$ cat src/rtl/bram_port_arbiter_pkg.sv
// Shared constants and requester index encoding for the two-port BRAM arbiter.
package bram_arb_pkg;

    localparam int NUM_REQ = 2;
    localparam int RD_LAT  = 1;

    // Values double as the encoding of the priority pointer and the read-return tag
    typedef enum logic {
        REQ_R0 = 1'b0,
        REQ_R1 = 1'b1
    } req_idx_e;

endpackage

$ cat src/rtl/bram_port_arbiter_if.sv
// Single-beat request/grant interface between one requester and the BRAM arbiter.
interface bram_port_arbiter_if #(
    parameter int ADDR_WIDTH = 10,
    parameter int DATA_WIDTH = 8
);

    logic                  req;
    logic                  we;
    logic [ADDR_WIDTH-1:0] addr;
    logic [DATA_WIDTH-1:0] wdata;
    logic                  gnt;
    logic                  rvalid;
    logic [DATA_WIDTH-1:0] rdata;

    modport master (output req, we, addr, wdata, input gnt, rvalid, rdata);
    modport slave  (input req, we, addr, wdata, output gnt, rvalid, rdata);

endinterface

$ cat src/rtl/bram_port_arbiter_rr_arb2.sv
// Two-input grant logic with a round-robin priority pointer.
// Define BPA_FIXED_PRIO_EN to make R0 always win contention (pointer removed).
module rr_arb2
    import bram_arb_pkg::*;
(
    input  logic               clk,
    input  logic               rst,
    input  logic [NUM_REQ-1:0] req_i,
    output logic [NUM_REQ-1:0] gnt_o
);

`ifdef BPA_FIXED_PRIO_EN

    // Fixed priority: R0 over R1, nothing granted while in reset
    always_comb begin
        gnt_o = 2'b00;
        if (rst) begin
            gnt_o = 2'b00;
        end else if (req_i[0]) begin
            gnt_o = 2'b01;
        end else if (req_i[1]) begin
            gnt_o = 2'b10;
        end else begin
            gnt_o = 2'b00;
        end
    end

`else

    req_idx_e prio_q;
    req_idx_e prio_d;

    // Grant selection; after any grant the loser becomes the favoured requester
    always_comb begin
        gnt_o  = 2'b00;
        prio_d = prio_q;
        if (rst) begin
            gnt_o = 2'b00;
        end else begin
            case (req_i)
                2'b01:   gnt_o = 2'b01;
                2'b10:   gnt_o = 2'b10;
                2'b11:   gnt_o = (prio_q == REQ_R0) ? 2'b01 : 2'b10;
                default: gnt_o = 2'b00;
            endcase
            if (gnt_o[0]) begin
                prio_d = REQ_R1;
            end else if (gnt_o[1]) begin
                prio_d = REQ_R0;
            end else begin
                prio_d = prio_q;
            end
        end
    end

    // Priority pointer register
    always_ff @(posedge clk or posedge rst) begin
        if (rst) begin
            prio_q <= REQ_R0;
        end else begin
            prio_q <= prio_d;
        end
    end

`endif

endmodule

$ cat src/rtl/bram_port_arbiter.sv
// Shares one single-port BRAM between two requesters; read data returns one cycle after grant.
// Optional BPA_FIXED_PRIO_EN (see rr_arb2) replaces round-robin with fixed R0 priority.
module bram_port_arbiter
    import bram_arb_pkg::*;
#(
    parameter int ADDR_WIDTH = 10,
    parameter int DATA_WIDTH = 8
) (
    input  logic                  clk,
    input  logic                  rst,
    bram_port_arbiter_if.slave    r0_if,
    bram_port_arbiter_if.slave    r1_if,
    output logic                  ram_we_o,
    output logic [ADDR_WIDTH-1:0] ram_addr_o,
    output logic [DATA_WIDTH-1:0] ram_din_o,
    input  logic [DATA_WIDTH-1:0] ram_dout_i
);

    logic [NUM_REQ-1:0] req_s;
    logic [NUM_REQ-1:0] gnt_s;
    logic               rd_pend_q;
    logic               rd_pend_d;
    req_idx_e           rd_tag_q;
    req_idx_e           rd_tag_d;

    assign req_s = {r1_if.req, r0_if.req};

    rr_arb2 u_arb (
        .clk   (clk),
        .rst   (rst),
        .req_i (req_s),
        .gnt_o (gnt_s)
    );

    // RAM port mux and read-return tag capture; idle cycles read address 0
    always_comb begin
        ram_we_o   = 1'b0;
        ram_addr_o = {ADDR_WIDTH{1'b0}};
        ram_din_o  = {DATA_WIDTH{1'b0}};
        rd_pend_d  = 1'b0;
        rd_tag_d   = rd_tag_q;
        case (gnt_s)
            2'b01: begin
                ram_we_o   = r0_if.we;
                ram_addr_o = r0_if.addr;
                ram_din_o  = r0_if.wdata;
                rd_pend_d  = ~r0_if.we;
                rd_tag_d   = REQ_R0;
            end
            2'b10: begin
                ram_we_o   = r1_if.we;
                ram_addr_o = r1_if.addr;
                ram_din_o  = r1_if.wdata;
                rd_pend_d  = ~r1_if.we;
                rd_tag_d   = REQ_R1;
            end
            default: begin
                ram_we_o   = 1'b0;
                ram_addr_o = {ADDR_WIDTH{1'b0}};
                ram_din_o  = {DATA_WIDTH{1'b0}};
                rd_pend_d  = 1'b0;
                rd_tag_d   = rd_tag_q;
            end
        endcase
    end

    // Pending-read register; cleared by reset so an in-flight read is dropped
    always_ff @(posedge clk or posedge rst) begin
        if (rst) begin
            rd_pend_q <= 1'b0;
            rd_tag_q  <= REQ_R0;
        end else begin
            rd_pend_q <= rd_pend_d;
            rd_tag_q  <= rd_tag_d;
        end
    end

    assign r0_if.gnt    = gnt_s[0];
    assign r1_if.gnt    = gnt_s[1];
    assign r0_if.rvalid = rd_pend_q & (rd_tag_q == REQ_R0);
    assign r1_if.rvalid = rd_pend_q & (rd_tag_q == REQ_R1);
    assign r0_if.rdata  = ram_dout_i;
    assign r1_if.rdata  = ram_dout_i;

endmodule

$ cat src/flat_wrapper.sv
// flat-port wrapper written by rule: the top's interface ports become plain ports
module bram_port_arbiter_flat import bram_arb_pkg::*;
#(
    parameter int ADDR_WIDTH = 10,
    parameter int DATA_WIDTH = 8
)
  (clk, rst, ram_we_o, ram_addr_o, ram_din_o, ram_dout_i, r0_if_req, r0_if_we, r0_if_addr, r0_if_wdata, r0_if_gnt, r0_if_rvalid, r0_if_rdata, r1_if_req, r1_if_we, r1_if_addr, r1_if_wdata, r1_if_gnt, r1_if_rvalid, r1_if_rdata);
  bram_port_arbiter_if #(.ADDR_WIDTH(ADDR_WIDTH), .DATA_WIDTH(DATA_WIDTH)) r0_if_i ();
  bram_port_arbiter_if #(.ADDR_WIDTH(ADDR_WIDTH), .DATA_WIDTH(DATA_WIDTH)) r1_if_i ();
  input  logic clk;
  input  logic rst;
  output logic ram_we_o;
  output logic [ADDR_WIDTH-1:0] ram_addr_o;
  output logic [DATA_WIDTH-1:0] ram_din_o;
  input  logic [DATA_WIDTH-1:0] ram_dout_i;
  input wire logic [$bits(r0_if_i.req)-1:0] r0_if_req;
  input wire logic [$bits(r0_if_i.we)-1:0] r0_if_we;
  input wire logic [$bits(r0_if_i.addr)-1:0] r0_if_addr;
  input wire logic [$bits(r0_if_i.wdata)-1:0] r0_if_wdata;
  output wire logic [$bits(r0_if_i.gnt)-1:0] r0_if_gnt;
  output wire logic [$bits(r0_if_i.rvalid)-1:0] r0_if_rvalid;
  output wire logic [$bits(r0_if_i.rdata)-1:0] r0_if_rdata;
  input wire logic [$bits(r1_if_i.req)-1:0] r1_if_req;
  input wire logic [$bits(r1_if_i.we)-1:0] r1_if_we;
  input wire logic [$bits(r1_if_i.addr)-1:0] r1_if_addr;
  input wire logic [$bits(r1_if_i.wdata)-1:0] r1_if_wdata;
  output wire logic [$bits(r1_if_i.gnt)-1:0] r1_if_gnt;
  output wire logic [$bits(r1_if_i.rvalid)-1:0] r1_if_rvalid;
  output wire logic [$bits(r1_if_i.rdata)-1:0] r1_if_rdata;
  assign r0_if_i.req = r0_if_req;
  assign r0_if_i.we = r0_if_we;
  assign r0_if_i.addr = r0_if_addr;
  assign r0_if_i.wdata = r0_if_wdata;
  assign r0_if_gnt = r0_if_i.gnt;
  assign r0_if_rvalid = r0_if_i.rvalid;
  assign r0_if_rdata = r0_if_i.rdata;
  assign r1_if_i.req = r1_if_req;
  assign r1_if_i.we = r1_if_we;
  assign r1_if_i.addr = r1_if_addr;
  assign r1_if_i.wdata = r1_if_wdata;
  assign r1_if_gnt = r1_if_i.gnt;
  assign r1_if_rvalid = r1_if_i.rvalid;
  assign r1_if_rdata = r1_if_i.rdata;
  bram_port_arbiter #(.ADDR_WIDTH(ADDR_WIDTH), .DATA_WIDTH(DATA_WIDTH)) u_core (.clk(clk), .rst(rst), .r0_if(r0_if_i), .r1_if(r1_if_i), .ram_we_o(ram_we_o), .ram_addr_o(ram_addr_o), .ram_din_o(ram_din_o), .ram_dout_i(ram_dout_i));
endmodule
$ cat config.mk
export PLATFORM = sky130hd
export DESIGN_NAME = bram_port_arbiter_flat
export DESIGN_NICKNAME = d
export VERILOG_FILES = /design/src/rtl/bram_port_arbiter_pkg.sv /design/src/rtl/bram_port_arbiter_if.sv /design/src/rtl/bram_port_arbiter_rr_arb2.sv /design/src/rtl/bram_port_arbiter.sv /design/src/flat_wrapper.sv
export SDC_FILE = /design/constraint.sdc
export NUM_CORES = 1
export LEC_CHECK = 0
export CAP_MARGIN = 10
export CORE_UTILIZATION = 26
export CTS_BUF_LIST = sky130_fd_sc_hd__clkbuf_16
export CTS_CLUSTER_DIAMETER = 30
export DETAILED_ROUTE_END_ITERATION = 7
export GPL_TIMING_DRIVEN = 1
export MAX_ROUTING_LAYER = met4
export PLACE_DENSITY_LB_ADDON = 0.25
export SKIP_CTS_REPAIR_TIMING = 1
export SYNTH_ARGS = -nofsm -noshare
export SYNTH_HDL_FRONTEND = slang
export SYNTH_SLANG_ARGS = --single-unit
$ cat constraint.sdc
create_clock -name clk -period 6.2 [get_ports clk]
set_clock_uncertainty 0.15 [all_clocks]
set_input_delay 1.55 -clock clk [delete_from_list [all_inputs] [get_ports clk]]
set_output_delay 1.55 -clock clk [all_outputs]
set_load 0.05 [all_outputs]
==> results.py, run 1 <==
metrics = {
    "grt": {
        "antenna_found_initial": 0,
        "grt_overflow": 0,
        "grt_pass1_wl_mm": 3.15,
        "grt_max_degree": 22,
        "grt_use_total_pct": 15.8,
        "grt_pass1_vias": 679,
    },
    "logic_synthesis": {
        "synth-compound-area-share_pct": 34.4,
        "synth-simple-area-share_pct": 17.0,
        "netlist_area_um2": 647,
        "syn_inst": 81,
        "synth.area.mux_share_pct": 3.29,
        "synth_area_leader_cell": "buf_4",
        "synth_ff_type": "dfrtp_1",
        "synth_nets": 134,
        "synthArstFlopShare_pct": 100,
        "yosysTopAreaCellShare_pct": 19.7,
        "yosysWarnings": 0,
        "synthAdderAreaFrac_pct": 5.80,
        "yosysUniqueCellTypes": 21,
        "ys_seq_area_share_pct": 11.6,
        "synth.avg_cell_area_um2": 7.99,
        "synth_common_cells": "nor2_1 (19), buf_4 (17), a22oi_2 (10)",
        "synth_xor_area_share_pct": 0,
        "synth_top_cells_by_area": "buf_4 (20%), a22oi_2 (19%), dfrtp_1 (12%)",
        "synth_edf_count": 0,
        "synth_most_common_cell": "nor2_1",
        "synth_seq_cells": 3,
        "synth_top_family_by_area": "compound AO/OA/AOI/OAI gates",
    },
    "layout": {
        "finalNetCount": 183,
        "final_cells": 157,
        "n_antenna_cell": 0,
        "final_layout_size_suffix_gt1_share_pct": 27.1,
        "syn2layout_area_growth_pct": 84.9,
        "nFillCells": 225,
    },
    "power_and_ir_drop": {
        "cellPowerDensity_nw_per_um2": 178,
        "ir_worst_vdd_mv": 0.221,
        "p_leak_nw": 0.493,
    },
    "setup_path": {
        "rrSetupSlack_ps": 4260,
        "worstReg2RegStart": "u_core.u_arb.prio_q",
        "cp-start-kind": "input port",
        "critPathCaptureType": "output pin",
        "rr_worst_depth": 3,
        "worst_ep_arrival_time_ps": 3650,
        "crit_type": "in -> out",
        "timing.rr.end": "u_core.rd_tag_q",
        "cp.required_ps": 4500,
        "cp_max_fo": 14,
    },
    "worst_hold_path": {
        "whs_path_depth": 1,
        "hold_path_startpoint": "u_core.rd_tag_q",
        "hp-class": "reg -> reg",
        "holdPathEnd": "u_core.rd_tag_q",
    },
    "timing": {
        "max_freq_ghz": 0.187,
        "finalSetupViolations": 0,
        "final_hold_viol_count": 0,
        "period_needed_ps": 5350,
        "slew_viol_final": 0,
        "tns_ps": 0,
        "worst_pin_slew_ps": 637,
        "rsz0062_at_grt": "false",
        "finalCritPeriodShare_pct": 86.3,
        "relSlewSlack_pct": 57.5,
    },
    "floorplanning": {
        "start_util_pct": 28.4,
        "ios": 89,
        "die_x_um": 51.9,
        "die_h_um": 51.9,
        "core_um2": 2280,
        "die_area_um2": 2690,
        "row_count": 17,
    },
    "clock_network": {
        "clkLatencyLatePin_ps": 220,
        "cts-buffers-inserted": 3,
        "cts_tree": "done",
        "cts_buffer_depth": 2,
        "path_clk_slew_ps": 30,
        "htree_levels": 1,
        "cts_sinks": 3,
        "root_buffer": "clkbuf_16",
    },
    "routing": {
        "drt_wl_total_mm": 2.00,
        "first_pass_iters": 2,
        "ant_nets": 0,
        "vias": 723,
        "first_iter_violations": 1,
        "avgViaCountPerCell": 4.61,
        "wl_per_cell_um": 12.7,
        "drc": 0,
    },
    "placement": {
        "place_congestion": 0.652,
        "io_buffers": 64,
        "dp_hpwl_mm": 1.60,
        "place_inst": 153,
    },
    "run": {
        "maxCapViolations": 0,
    },
    "status": {
        "outcome": "complete, no violations",
    },
}
-- cells in the final DEF, fill, tap and decap left out, types with 2 or more instances in the layout --
cell type | netlist | final
dfrtp_1 | 3 | 3
a21oi_1 | 2 | 2
clkdlybuf4s50_1 | 0 | 45
clkbuf_16 | 0 | 3
ha_1 | 3 | 3
nor2b_1 | 2 | 2
a22oi_2 | 10 | 10
a22oi_1 | 9 | 9
buf_4 | 17 | 21
inv_1 | 2 | 3
nor2_1 | 19 | 19
nand2b_1 | 2 | 2
-- flip-flops by register name (all words and copies together), names as in the netlist --
| register | count |
|---|---|
| u_core.rd_pend_q | 1 |
| u_core.rd_tag_q | 1 |
| u_core.u_arb.prio_q | 1 |
-- metal layers --
layer	global-route usage [%]	vias to the layer above	wire [um]
met5	-	-	0
met4	4.50	0	9
met3	3.22	2	111
met2	28.0	21	1090
met1	17.9	336	790
li1	-	364	-
-- layout make-up --
type                    instances  area [um^2]  share of cell area [%]
multi-input cells              54          392                    32.7
well taps                      28         35.0                    2.93
inverters                       2         7.51                   0.628
flip-flops and latches          3         75.1                    6.28
clock buffers                   3         75.1                    6.28
repair buffers                 66          608                    50.8
clock inverters                 1         3.75                   0.314
-- report_power, final --
group / switching, W / total [W] / internal (W)
logic: 0.0000459 / 0.0000888 / 0.0000428
registers: 0.00000210 / 0.0000240 / 0.0000219
clock network: 0.0000166 / 0.0000996 / 0.0000831
-- logic make-up after synthesis --
logic type | count (synthesis)
buf+inv | 24
flops | 3
fa+ha+maj | 3
simple gates | 25
compound gates | 24
mux | 2
-- critical path, stage by stage --
cell	delay, ps
clkdlybuf4s50_1	490
nor2b_1	220
o21a_1	200
ha_1	510
buf_4	270
a22oi_2	80
nor2_1	100
buf_4	220
-- worst max-delay path by stage --
stage	startpoint	endpoint	slack, ps
5_1_grt	r1_if_req	ram_addr_o[0]	690
6_report	r1_if_req	ram_addr_o[2]	850
3_3_place_gp	r1_if_req	ram_addr_o[8]	900
2_1_floorplan	rst	ram_addr_o[0]	680
4_1_cts	r1_if_req	ram_addr_o[2]	850
3_5_place_dp	r1_if_req	ram_addr_o[1]	840
-- metrics by stage --
step	setup WS [ps]	hold WS [ps]	cell area (um^2)	power (W)	util [%]
3_5_place_dp	841	364	1120	0.000113	49.1
6_report	849	375	1200	0.000212	52.6
2_1_floorplan	683	345	647	0.000102	-
3_3_place_gp	902	361	1120	0.000112	49.1
5_1_grt	687	410	1200	0.000224	52.6
4_1_cts	851	378	1200	0.000215	52.6
Note: power is estimated with default switching activity, not from simulation.
==> run 2: changes to the inputs <==
Settings changed: CORE_MARGIN set to 4, PLACE_DENSITY_LB_ADDON 0.25 to 0.1, SYNTH_HIERARCHICAL set to 1.
==> run 2 against run 1 <==
Design area increased by 0.10%; sequential power shrank 4%; sequential cell count unchanged; combinational power grew 0.6%; register-to-register slack got worse by 140 ps; via count is 1.1% higher; critical path type unchanged; clock-buffer cell count unchanged; critical path depth fell by 1.
==> results.py, run 2 <==
metrics = {
    "logic_synthesis": {
        "synth.avg_cell_area_um2": 7.90,
        "netlist_area_um2": 648,
        "synth_most_common_cell": "nor2_1",
        "synth_nets": 135,
        "synth_xor_area_share_pct": 0,
        "yosysTopAreaCellShare_pct": 19.7,
        "synth_top_cells_by_area": "buf_4 (20%), a22oi_2 (19%), dfrtp_1 (12%)",
        "synth_ff_type": "dfrtp_1",
        "syn_inst": 82,
        "synth_edf_count": 0,
        "synthArstFlopShare_pct": 100,
        "synth_seq_cells": 3,
        "yosysUniqueCellTypes": 20,
        "synth_common_cells": "nor2_1 (19), buf_4 (17), a22oi_2 (10)",
        "yosysWarnings": 6,
        "synthAdderAreaFrac_pct": 5.79,
        "synth_area_leader_cell": "buf_4",
        "synth.area.mux_share_pct": 3.28,
        "ys_seq_area_share_pct": 11.6,
        "synth_top_family_by_area": "compound AO/OA/AOI/OAI gates",
        "synth-compound-area-share_pct": 32.4,
        "synth-simple-area-share_pct": 17.4,
    },
    "layout": {
        "final_cell_mix": "clkdlybuf4s50_1 (45), buf_4 (21), nor2_1 (19)",
        "final_layout_size_suffix_gt1_share_pct": 27.7,
        "final_common_cell": "clkdlybuf4s50_1",
        "largestRegisters": "u_core/rd_pend_q: 1 flops, u_core/rd_tag_q: 1 flops, u_core/u_arb/prio_q: 1 flops",
        "nFillCells": 220,
        "final_cell_area_um2": 1200,
        "final_cells": 158,
        "n_antenna_cell": 0,
        "syn2layout_area_growth_pct": 84.7,
        "finalNetCount": 184,
    },
    "setup_path": {
        "crit_type": "in -> out",
        "cp_max_fo": 21,
        "critPathCaptureType": "output pin",
        "cp.required_ps": 4500,
        "rr_worst_depth": 4,
        "cp-start-kind": "input port",
        "worst_ep_arrival_time_ps": 3600,
    },
    "routing": {
        "first_pass_iters": 4,
        "first_iter_violations": 14,
        "drc": 0,
        "vias": 731,
        "ant_nets": 0,
        "avgViaCountPerCell": 4.63,
        "wl_per_cell_um": 13.0,
        "drt_wl_total_mm": 2.06,
    },
    "status": {
        "outcome": "complete, no violations",
    },
    "grt": {
        "grt_use_total_pct": 12.6,
        "grt_busiest_layer": "met2",
        "grt_overflow": 0,
        "met2_usage_pct": 19.5,
        "antenna_found_initial": 0,
        "grt_pass1_wl_mm": 3.26,
        "grt_pass1_vias": 752,
        "gr-usage-met3_pct": 4.01,
        "grt_use_met1_pct": 13.8,
        "grt_max_degree": 22,
    },
    "worst_hold_path": {
        "whs_path_depth": 1,
        "hp-class": "reg -> reg",
    },
    "timing": {
        "finalCritPeriodShare_pct": 85.5,
        "final_hold_viol_count": 0,
        "max_freq_ghz": 0.189,
        "worst_pin_slew_ps": 642,
        "finalSetupViolations": 0,
        "rsz0062_at_grt": "false",
        "relSlewSlack_pct": 57.2,
        "tns_ps": 0,
        "slew_viol_final": 0,
        "period_needed_ps": 5300,
        "setup_ws_ps": 897,
    },
    "clock_network": {
        "cts_sinks": 3,
        "cts-buffers-inserted": 3,
        "path_clk_slew_ps": 30,
        "htree_levels": 1,
        "clkLatencyLatePin_ps": 220,
        "cts_tree": "done",
        "cts_buffer_depth": 2,
        "root_buffer": "clkbuf_16",
    },
    "placement": {
        "place_congestion": 0.808,
        "place_inst": 154,
        "dp_hpwl_mm": 1.60,
        "io_buffers": 64,
        "placed_area_um2": 1120,
        "dp_slack_ps": 897,
    },
    "run": {
        "maxCapViolations": 0,
    },
    "power_and_ir_drop": {
        "cellPowerDensity_nw_per_um2": 178,
        "p_leak_nw": 0.499,
        "ir_worst_vdd_mv": 0.117,
    },
    "floorplanning": {
        "start_util_pct": 28.2,
        "row_count": 17,
        "die_area_um2": 3360,
        "core_um2": 2300,
        "die_h_um": 57.9,
        "ios": 89,
        "die_x_um": 57.9,
    },
}
-- run 2: power breakdown --
| group | total, W | switching, W | leakage (nW) | internal, W |
|---|---|---|---|---|
| Sequential | 0.0000230 | 0.00000116 | 0.0387 | 0.0000219 |
| Combinational | 0.0000893 | 0.0000467 | 0.418 | 0.0000425 |
| Clock | 0.000101 | 0.0000181 | 0.0423 | 0.0000832 |
| Total | 0.000214 | 0.0000660 | 0.499 | 0.000148 |
-- run 2: cell families after synthesis --
family,count (synthesis)
AOI/OAI and AO/OA,22
adders and majority gates,3
buffers and inverters,27
muxes,2
DFF,3
and+or+nand+nor,25
-- run 2: cell type report --
class                           instances  area, um^2  area share, %
Tap cell                               28        35.0           2.93
Clock buffer                            3        75.1           6.27
Inverter                                5        18.8           1.57
Timing Repair Buffer                   66         608           50.8
Multi-Input combinational cell         52         382           31.9
Sequential cell                         3        75.1           6.27
Clock inverter                          1        3.75          0.313
-- run 2: per-layer routing --
layer  up-vias  wire length [um]
met1       306               850
met5         -                 0
met2        60               850
met4         0                55
met3         6               304
li1        359                 -
-- run 2: critical path: stages --
cell and delay, ps:
clkdlybuf4s50_1 480, nand2b_1 200, a21oi_1 220, inv_1 100, ha_1 710, nor2_1 120, buf_4 220
-- run 2: path summary, 6_finish.rpt --
check                                           end                start  slack (ps)
worst min register to register      u_core/rd_tag_q      u_core/rd_tag_q         380
worst max register to register      u_core/rd_tag_q  u_core/u_arb/prio_q        4120
worst max-delay path                  ram_addr_o[6]                  rst         900
max in group asynchronous           u_core/rd_tag_q                  rst        4330
min in group asynchronous       u_core/u_arb/prio_q                  rst        1430
worst min-delay path                u_core/rd_tag_q      u_core/rd_tag_q         380
-- run 2: through the flow --
stage                     utilization [%]  total power, W  hold WS, ps
after floorplan                         -        0.000101          344
after global placement               48.7        0.000112          380
after detailed placement             48.7        0.000113          381
after CTS                            52.1        0.000217          388
after global routing                 52.1        0.000224          403
final                                52.1        0.000214          380
